**src/rtl/param_bus_mem.sv**
```systemverilog
// Parametrised memory-bus slave: write-protected ROM region, RAM above it,
// power-on fill, programmable wait states and a ready/error handshake.
module param_bus_mem #(
    parameter int unsigned DATA_W      = 8,
    parameter int unsigned ADDR_W      = 4,
    parameter int unsigned ROM_WORDS   = 4,
    parameter int unsigned WAIT_STATES = 1,
    parameter int unsigned INIT_VAL    = 108
) (
    input  logic              clk,
    input  logic              rst,
    input  logic              cs,
    input  logic              rd,
    input  logic              wr,
    input  logic [ADDR_W-1:0] addr,
    input  logic [DATA_W-1:0] data_in,
    output logic [DATA_W-1:0] data_out,
    output logic              ready,
    output logic              busy,
    output logic              wr_err
);

    localparam int unsigned DEPTH = 2 ** ADDR_W;
    localparam logic [DATA_W-1:0] INIT_WORD = DATA_W'(INIT_VAL);
    localparam logic [ADDR_W:0] LAST_PTR = (ADDR_W + 1)'(DEPTH - 1);

    typedef enum logic [2:0] {StInit, StIdle, StWait, StAccess, StDone} state_e;

    state_e            state_q, state_d;
    logic [ADDR_W:0]   ptr_q, ptr_d;
    logic [3:0]        cnt_q, cnt_d;
    logic [ADDR_W-1:0] addr_q, addr_d;
    logic [DATA_W-1:0] wdat_q, wdat_d;
    logic              rd_q, rd_d, wr_q, wr_d;
    logic [DATA_W-1:0] dout_q, dout_d;
    logic              ready_q, ready_d;
    logic              err_q, err_d;
    logic              busy_q, busy_d;

    logic              mem_we;
    logic [ADDR_W-1:0] mem_waddr;
    logic [DATA_W-1:0] mem_wdata;
    logic [DATA_W-1:0] mem [DEPTH];

    logic rom_hit;
    assign rom_hit = 32'(addr_q) < ROM_WORDS;

    always_comb begin
        state_d   = state_q;
        ptr_d     = ptr_q;
        cnt_d     = cnt_q;
        addr_d    = addr_q;
        wdat_d    = wdat_q;
        rd_d      = rd_q;
        wr_d      = wr_q;
        dout_d    = dout_q;
        busy_d    = busy_q;
        ready_d   = 1'b0;
        err_d     = 1'b0;
        mem_we    = 1'b0;
        mem_waddr = ptr_q[ADDR_W-1:0];
        mem_wdata = INIT_WORD;

        unique case (state_q)
            StInit: begin
                mem_we = 1'b1;
                ptr_d  = ptr_q + 1'b1;
                if (ptr_q == LAST_PTR) begin
                    busy_d  = 1'b0;
                    state_d = StIdle;
                end
            end
            StIdle: begin
                if (cs && (rd || wr)) begin
                    addr_d  = addr;
                    wdat_d  = data_in;
                    rd_d    = rd;
                    wr_d    = wr;
                    cnt_d   = 4'(WAIT_STATES);
                    state_d = (WAIT_STATES == 0) ? StAccess : StWait;
                end
            end
            StWait: begin
                // Abort takes priority over reaching the end of the wait.
                if (!cs) begin
                    state_d = StIdle;
                end else begin
                    cnt_d = cnt_q - 4'd1;
                    if (cnt_q == 4'd1) state_d = StAccess;
                end
            end
            StAccess: begin
                ready_d = 1'b1;
                state_d = StDone;
                if (rd_q && !wr_q) begin
                    dout_d = mem[addr_q];
                end else if (wr_q && !rd_q && !rom_hit) begin
                    mem_we    = 1'b1;
                    mem_waddr = addr_q;
                    mem_wdata = wdat_q;
                end else begin
                    err_d = 1'b1;
                end
            end
            StDone: begin
                if (!cs) state_d = StIdle;
            end
            default: state_d = StInit;
        endcase
    end

    always_ff @(posedge clk or posedge rst) begin
        if (rst) begin
            state_q <= StInit;
            ptr_q   <= '0;
            cnt_q   <= '0;
            addr_q  <= '0;
            wdat_q  <= '0;
            rd_q    <= 1'b0;
            wr_q    <= 1'b0;
            dout_q  <= '0;
            ready_q <= 1'b0;
            err_q   <= 1'b0;
            busy_q  <= 1'b1;
        end else begin
            state_q <= state_d;
            ptr_q   <= ptr_d;
            cnt_q   <= cnt_d;
            addr_q  <= addr_d;
            wdat_q  <= wdat_d;
            rd_q    <= rd_d;
            wr_q    <= wr_d;
            dout_q  <= dout_d;
            ready_q <= ready_d;
            err_q   <= err_d;
            busy_q  <= busy_d;
        end
    end

    // Storage has no reset; contents are defined by the init fill.
    always_ff @(posedge clk) begin
        if (mem_we) mem[mem_waddr] <= mem_wdata;
    end

    assign data_out = dout_q;
    assign ready    = ready_q;
    assign wr_err   = err_q;
    assign busy     = busy_q;

endmodule
```
**config.mk**
```make
export PLATFORM = sky130hd
export DESIGN_NAME = param_bus_mem
export DESIGN_NICKNAME = d
export VERILOG_FILES = /design/src/rtl/param_bus_mem.sv
export SDC_FILE = /design/constraint.sdc
export NUM_CORES = 1
export LEC_CHECK = 0
export CORE_MARGIN = 1
export CORE_UTILIZATION = 54
export DETAILED_ROUTE_END_ITERATION = 10
export PLACE_DENSITY = 0.75
export SYNTH_ARGS = -nofsm -noshare
export SYNTH_HDL_FRONTEND = slang
export SYNTH_SLANG_ARGS = --single-unit
```
**constraint.sdc**
```tcl
create_clock -name clk -period 2.2 [get_ports clk]
set_input_delay 0.44 -clock clk [delete_from_list [all_inputs] [get_ports clk]]
set_output_delay 0.44 -clock clk [all_outputs]
set_load 0.01 [all_outputs]
```
; Yosys cells after proc, flatten, opt, wreduce, memory -nomap -nowiden
; Memories as Yosys holds them, arrays and structs flattened. A register that Yosys moved wholly into a read port is not among the register bits.
; Cells that the tools add are included.
; Widths: inputs -> output; s select.
[word_totals]
register_bits = 29
ram_bits = 128
output_inout_bits = 11
wordCells = 64
memories = 1
[mem_list]
columns = memory, depth, word_bits, read_ports, rd_clocked_by_memory_dff, wr, line
row1 = mem, 16, 8, 1, 1, 1, 43  ; logic [DATA_W-1:0] mem [DEPTH];
[classes]
add_sub_neg = 2
magnitude_cmp = 1
n_eq_ne = 11
muxes = 24
n_reduce_logical = 15
[ops]
columns = operator, count
row1 = $mux 8, 3
row2 = $mux 4, 5
row3 = $mux 3, 5
row4 = $pmux 3 s5, 1
row5 = $mux 1, 8
row6 = $ne 2x2->1 const B, 4
row7 = $pmux 4 s2, 1
row8 = $eq 3x2->1 const B, 2
row9 = $reduce_and 2->1, 3
row10 = $add 5x1->5 const B, 1
row11 = $eq 5x4->1 const B, 1
row12 = $eq 4x1->1 const B, 1
row13 = $logic_and 1x1->1, 4
row14 = $lt 4x3->1 const B, 1
row15 = $reduce_and 4->1, 1
row16 = $sub 4x1->4 const B, 1
row17 = $eq 3x1->1 const B, 1
row18 = $eq 3x3->1 const B, 1
row19 = $logic_not 1->1, 3
row20 = $logic_not 3->1, 1
row21 = $ne 3x3->1 const B, 1
row22 = $reduce_and 3->1, 1
row23 = $pmux 1 s2, 1
row24 = $reduce_bool 2->1, 1
row25 = $logic_or 1x1->1, 1

; Longest topological paths before layout
[logic_depth]
ltp_word = 8
mapped_depth = 8
mapped_depth_nobuf = 7

; Worst setup path after synthesis
; No wires, ideal clock.
[synth_timing]
path_kind = reg-to-reg
from = register state_q[2]
to = memory mem[11][0] (enable)
setup_ps = 370
arrival_ps = 1831
t_required_ps = 1830
path_slack_ps = -1
stages_incl_launch_ff = 5
synth_period_minus_slack_ps = 2201
path_cell_list = dfrtp_1 > nand3b_4 > nor4b_4 > mux2_2 > nor2_1
[synth_between]
elab_chain_cells = 4
[synth_lines]
columns = element, line
row1 = "start, declared", 29  ; state_e state_q, state_d;
row2 = "start signal, assigned", 114  ; state_q <= StInit;
row3 = "start signal, assigned", 126  ; state_q <= state_d;
row4 = $eq 3x2->1 / $logic_not 3->1 (equally long branches), 64  ; unique case (state_q)
row5 = $pmux 1 s2, 64
row6 = $mux 1, 142  ; if (mem_we) mem[mem_waddr] <= mem_wdata;
row7 = $mux 1 (implied by the code), 142
row8 = "end, declared", 43
; Parallel ways exist; a longest one is shown, timed or not.

; Worst setup path after layout
[layout_timing]
from = register state_q[2]
to = memory mem[4][5] (enable)
; The elaborated chain is that of the path after synthesis.

==> results.md <==
- Vias per cell: 5.668
- Die height: roughly 110 um
- Clk_lat worst skew: ~420 ps
- Crit. End Element: flip-flop
- Slew margin rel.: slightly below 50%
- Warnings, synthesis: 0
- Clk sink count: approximately 170
- Nets: 493
- Max-cap viol count: 0
- Crit path cell chain: nand3b_4 -> nor4b_4 -> buf_4 -> a2bb2oi_1 -> nor2_1
- Async S/R FF share, synth: approximately 22%
- Max Fanout on Critical Path: 8
- CTS buffer count: 17
- # diodes: 0
- Power density over cell area: roughly 1300 nW/um^2
- Cts hold-fix bufs: 0
- Crit-path max cell delay: about 600 ps
- GPL Wtd Cong: between 0.7 and 0.8
- Synthesized area: 6753 sq um
- Max-slew violations: 0
- Total gr overflow: 0
- CP max-delay cell: nor2_1
- Crit path time final: between 2000 and 2500 ps
- Chip width: approximately 110 um
- GR Layer Usage met3: around 5.4%
- Layout cells sized above 1: a little over a fifth
- Leading area contributor after synthesis: edfxtp_1
- # DRC: 0
- Seq. cell area: about 4800 sq um
- Drt first pass iters: 5
- Crit Path Class: reg -> reg
- Leakage: ~0.0028 uW
- Met2 Use GR: between 30% and 40%
- Worst Max-Slew Pin Slew: roughly 760 ps
- Status: completed
- Critical path arrival: 2180 ps
- Largest net degree at the start of global routing: 38
- Die area: 12960 sq um
- Sequential element share of the synthesized area: 70.65%
- Synthesized net count: ~430
- Synthesized area per cell: roughly 16 sq um
- Fin crit share: around 97%
- DP Area: between 7000 and 8000 sq um
- Area Overhead vs Synth: 19.10%
- Fin Hold WS: 433.1 ps
- Max Buffers Root-to-Sink: 2
- Initial antenna violation count: 0
- Count leader, synth: edfxtp_1
- Wire per inst: just over 20 um
- I/O Buffers: 27
- Antenna Nets Post-Route: 0
- Routed vias: roughly 3.7k
- CP delay by family, top: simple AND/OR/NAND/NOR gates
- Rows: 40
- Startpoint types: flip-flop
- CP Buf/Inv Count: 1
- Final setup violation count: 0
- Yosys top cell area share: 56.92%
- H-tree Lvls: 4
- M1 GR Usage: around 29%
- Layout Cells excl Fill: around 650
- Number of flops mapped to enable cells by yosys: roughly 130
- Clk slew on worst S/H paths: 60 ps
- Core Area: around 12000 sq um
- Worst hold path class: in -> async
- Worst Path Required: 2250 ps
- Final WL: approximately 13 mm
- GRT Total Usage: between 20% and 30%
- Max Freq: roughly 470 MHz
- Multi-input gate area: 1813 sq um
- First-pass GRT wire length: 20.62 mm
- Starting density of the core: a little under three fifths
- Clock Skews: ~12 ps
- Distinct cells, synth: 46
- DP HPWL: ~8.6 mm
- DP Cell Count: between 600 and 700
- 1st-iter DRT viols: 320
- Max IR drop VDD: approximately 0.68 mV
- Synth top cells by count: edfxtp_1 (128), dfrtp_1 (36), mux2i_1 (36), nor2_1 (33)
- Design Area, Final: around 8000 sq um
- Synth Flop Type: edfxtp_1
- Mapped Cells: slightly above 400
- CTS tree: yes
- Vias in the first global route: about 3.8k
- FILL cells: 840
- CTS Root Cell: clkbuf_16
- Hold violation total from the final report: 0
- Seq cells post-synth: 165
- Number of I/O pins: 28
- Top Usage Layer GRT: met2
- Largest cells by area after synthesis: edfxtp_1 (57%), dfrtp_1 (13%), mux2i_1 (5.3%), mux4_2 (3.7%), mux2_2 (2.7%)
==> state kept, by name, indices dropped and copies added (netlist names), 3 cells and up <==
name,count
addr_q,4
data_out,8
state_q,3
mem,128
ptr_q,5
cnt_q,4
wdat_q,8
==> cells by family after synthesis <==
logic type                 share of synthesized area, %
DFF                                               70.65
buffers and inverters                             2.631
and+or+nand+nor                                   7.745
muxes                                             13.23
xor gates and xnor gates                         0.6486
AOI/OAI and AO/OA                                 4.354
adders and majority gates                        0.7412
==> worst min-delay path, cell delays in order <==
cell             delay (ps)
clkdlybuf4s50_1         390
inv_1                    50
buf_4                   420
==> metal layers <==
layer,routed length (um),vias up
li1,-,1701
met1,5606,1850
met2,6515,129
met3,799,21
met4,289,0
met5,0,-
==> placed cells by master, fill, tap and decap left out, types with 11 or more instances in the layout <==
cell type / instances
nor2_1: 31
mux2_2: 15
buf_4: 37
mux4_2: 11
nand2_1: 16
o22ai_1: 11
mux2i_1: 36
clkbuf_16: 17
dfrtp_1: 34
edfxtp_1: 128
clkdlybuf4s50_1: 27
==> layout make-up <==
type | instances | share of cell area [%]
clock buffers | 18 | 5.336
clock inverters | 14 | 2.894
inverters | 6 | 0.2800
multi-input cells | 217 | 22.54
flip-flops and latches | 165 | 59.38
well taps | 168 | 2.614
repair buffers | 65 | 6.954
==> power breakdown <==
group / internal [uW] / switching [uW] / total (uW)
Sequential: 3840 / 375 / 4210
Combinational: 1270 / 1440 / 2710
Clock: 2120 / 1140 / 3260
==> metrics by stage <==
stage	total power [uW]	setup slack, ps	setup TNS (ps)	utilization, %
final	10180	70.03	0	66.41
after global placement	6826	120.4	0	60.74
after detailed placement	6933	52.54	0	60.74
after global routing	10600	-31.41	-544.6	66.41
after floorplan	6072	-1.126	-27.03	-
after CTS	10190	23.26	0	66.21
==> worst paths after layout <==
kind | cells past startpoint | end | start | slack (ps)
setup / recovery | 5 | mem[4][5]$_DFFE_PP_ | state_q[2]$_DFFE_PP0P_ | 70
hold / removal | 3 | cnt_q[1]$_DFFE_PP0P_ | rst | 430
setup reg to reg | 5 | mem[4][5]$_DFFE_PP_ | state_q[2]$_DFFE_PP0P_ | 70
hold reg to reg | 1 | busy$_DFFE_PP1P_ | busy$_DFFE_PP1P_ | 490
max in group asynchronous | 3 | addr_q[0]$_DFFE_PP0P_ | rst | 1400
min in group clk | 1 | busy$_DFFE_PP1P_ | busy$_DFFE_PP1P_ | 490
==> timing repair <==
item	in CTS	in global routing
gates resized for setup	0	6
endpoints found under the setup margin	0	86
setup buffers	0	1
Note: power is estimated with default switching activity, not from simulation.
==> RTL change (same flow settings) <==
The parameter `DATA_W` goes from 8 to 6.
--- a/src/rtl/param_bus_mem.sv
+++ b/src/rtl/param_bus_mem.sv
@@ -1,7 +1,7 @@
 // Parametrised memory-bus slave: write-protected ROM region, RAM above it,
 // power-on fill, programmable wait states and a ready/error handshake.
 module param_bus_mem #(
-    parameter int unsigned DATA_W      = 8,
+    parameter int unsigned DATA_W      = 6,
     parameter int unsigned ADDR_W      = 4,
     parameter int unsigned ROM_WORDS   = 4,
     parameter int unsigned WAIT_STATES = 1,
Ports: changed (resized data_in and data_out); port bits go from 28 to 24. No check against the original RTL was run, so the function may have changed too.
==> RTL change against the unedited design <==
  * Synthesized cell count shrank 15%
  * Critical path depth down 1
  * Synthesized area is 20% lower
  * Total power fell by 9.4%
  * Wire length fell by 21%
  * Non-clock buffer count down 3
  * Critical path type unchanged
  * Core utilization up 1.7 points
  * Final area decreased by 18%
  * Worst setup slack gained 0.063 ns
  * Critical endpoint is now mem[3][2]
  * Highest routed layer unchanged
  * Sequential power shrank 15%
  * Sequential cell count fell by 36
==> RTL change: results (changes against the unedited design) <==
| Metric | Value |
|---|---|
| Share of cells above drive strength 1 | 23.9% (+2.0 points) |
| Max Clk Rate | 484 MHz (+3.0%) |
| IO buf count | 23 (-15%) |
| Wire per inst | 18.8 µm (-7.0%) |
| Total GRT Usage | 22.8% (+0.45 points) |
| Worst path top cell family by delay | simple AND/OR/NAND/NOR gates |
| Min Hold Slack | 0.342 ns (-0.0909 ns) |
| Yosys warning count | 0 (unchanged) |
| R2R Setup Slk | 0.13 ns (+0.06 ns) |
| WL met2 | 5080 µm (-22%) |
| Most flops, register | mem |
| Clk_skew | 0.00647 ns (-0.00590 ns) |
| Placed insts | 524 (-15%) |
| Met2 GRT Util | 36.6% (+0.17 points) |
| Critical R2R Capture | mem[3][2] |
| Reg2Reg Depth | 4 (-1) |
| Max reg flops | 96 (-25%) |
| Post-synthesis area per instance | 15.5 µm² (-5.8%) |
| Vias per inst | 5.61 (-1.0%) |
| First-pass GRT wire length | 16600 µm (-20%) |
| Nets | 429 (-13%) |
| Worst slew pin tran | 0.742 ns (-0.0158 ns) |
| Vias in the first global route | 3204 (-16%) |
| Syn_nets | 367 (-15%) |
| Met3 WL | 608 µm (-24%) |
| Slowest CP cell | dfrtp_1 |
| Slowest stage delay, CP | 0.47 ns (-0.13 ns) |
| Worst skew pair latency | 0.52 ns (+0.10 ns) |
| Root Buffer | clkbuf_8 |
| Leakage power | 2.45 nW (-13%) |
| ANT cells | 0 (unchanged) |
| Placement Cell Area | 5970 µm² (-19%) |
| Largest net degree at the start of global routing | 34 (-11%) |
| Placer congestion estimate | 0.851 (+8.1%) |
| Post-synthesis cell type count | 45 (-2.2%) |
| GR Util met3 | 6.57% (+1.2 points) |
| Final HPWL DP | 6770 µm (-21%) |
| Largest cells by area after synthesis | edfxtp_1 (53%), dfrtp_1 (15%), mux2i_1 (5.2%), mux4_2 (4.6%), mux2_2 (2.9%) |
| GRT met1 Usage | 28.2% (-0.36 points) |
| Outcome | finished clean |
| Initial antenna violation count | 0 (unchanged) |
| RR Startpoint | state_q[1] |
| Worst VDD drop | 0.686 mV (+0.63%) |
| Postcts setup bufs | 0 (unchanged) |
| 1st-iter DRT viols | 130 (-59%) |
| Crit path max fanout | 16 (+8) |
| Register area share after synthesis | 68.7% (-1.9 points) |
| CTS Buffer Depth | 2 (unchanged) |
| Post-synth EDFFs | 96 (-25%) |
| Drt total wl | 10500 µm (-21%) |
| Place WS | 0.00261 ns (-0.0499 ns) |
| DRC errors left | 0 (unchanged) |
| List of most frequent post-synthesis cells | edfxtp_1 (96), dfrtp_1 (32), nor2_1 (31) |
| Routed met1 length | 4410 µm (-21%) |
| Share of flip-flops with an asynchronous set or reset | 25.6% (+3.2 points) |
## RTL change: cell count changes after synthesis, moves of 3 or more
cell / before / now
edfxtp_1: 128 / 96
mux2i_1: 36 / 28
o22ai_1: 11 / 6
dfrtp_1: 36 / 32
mux4_1: 4 / 0
o31ai_1: 0 / 4
a2bb2oi_1: 9 / 6
nand2b_1: 7 / 4
nor2b_1: 7 / 10
## RTL change: cell families (layout without fill, tap and decap cells)
family | Yosys count | in the layout | synth area share [%]
XOR/XNOR | 3 | 3 | 0.487
AND/OR/NAND/NOR | 92 | 92 | 9.25
adder cells (fa/ha/maj) | 4 | 4 | 0.927
buffers and inverters | 26 | 101 | 2.90
multiplexers | 53 | 53 | 12.7
AO/OA/AOI/OAI | 41 | 41 | 5.01
flip-flops | 129 | 129 | 68.7
## RTL change: how the worst max path moves through the flow
stage / start / to / depth (start not counted)
6_report: state_q[1] / mem[3][2] / 4
3_3_place_gp: wr / addr_q[0] / 4
4_1_cts: busy / busy / 1
2_1_floorplan: state_q[1] / mem[11][0] / 5
3_5_place_dp: wr / wdat_q[5] / 4
5_1_grt: state_q[1] / mem[12][1] / 6
## RTL change: cell type report
type | instances | area [µm²]
timing repair buffer | 62 | 536
clock inverter | 14 | 236
multi-input combinational | 193 | 1530
fill | 670 | 3100
clock buffer | 18 | 418
inverter | 7 | 26.3
sequential | 129 | 3710
tap | 133 | 166
## RTL change: worst reg2reg max path, cell delays in order (launching register included)
cell,delay (ns)
dfrtp_1,0.47
nand3b_4,0.15
nor4b_4,0.34
buf_4,0.25
nand2b_1,0.43
## RTL change: where the power goes
group	total (W)	leakage, nW	internal, W	switching, W
Combinational	0.00258	0.900	0.00130	0.00128
Clock	0.00306	0.317	0.00207	0.000995
Sequential	0.00358	1.23	0.00318	0.000403
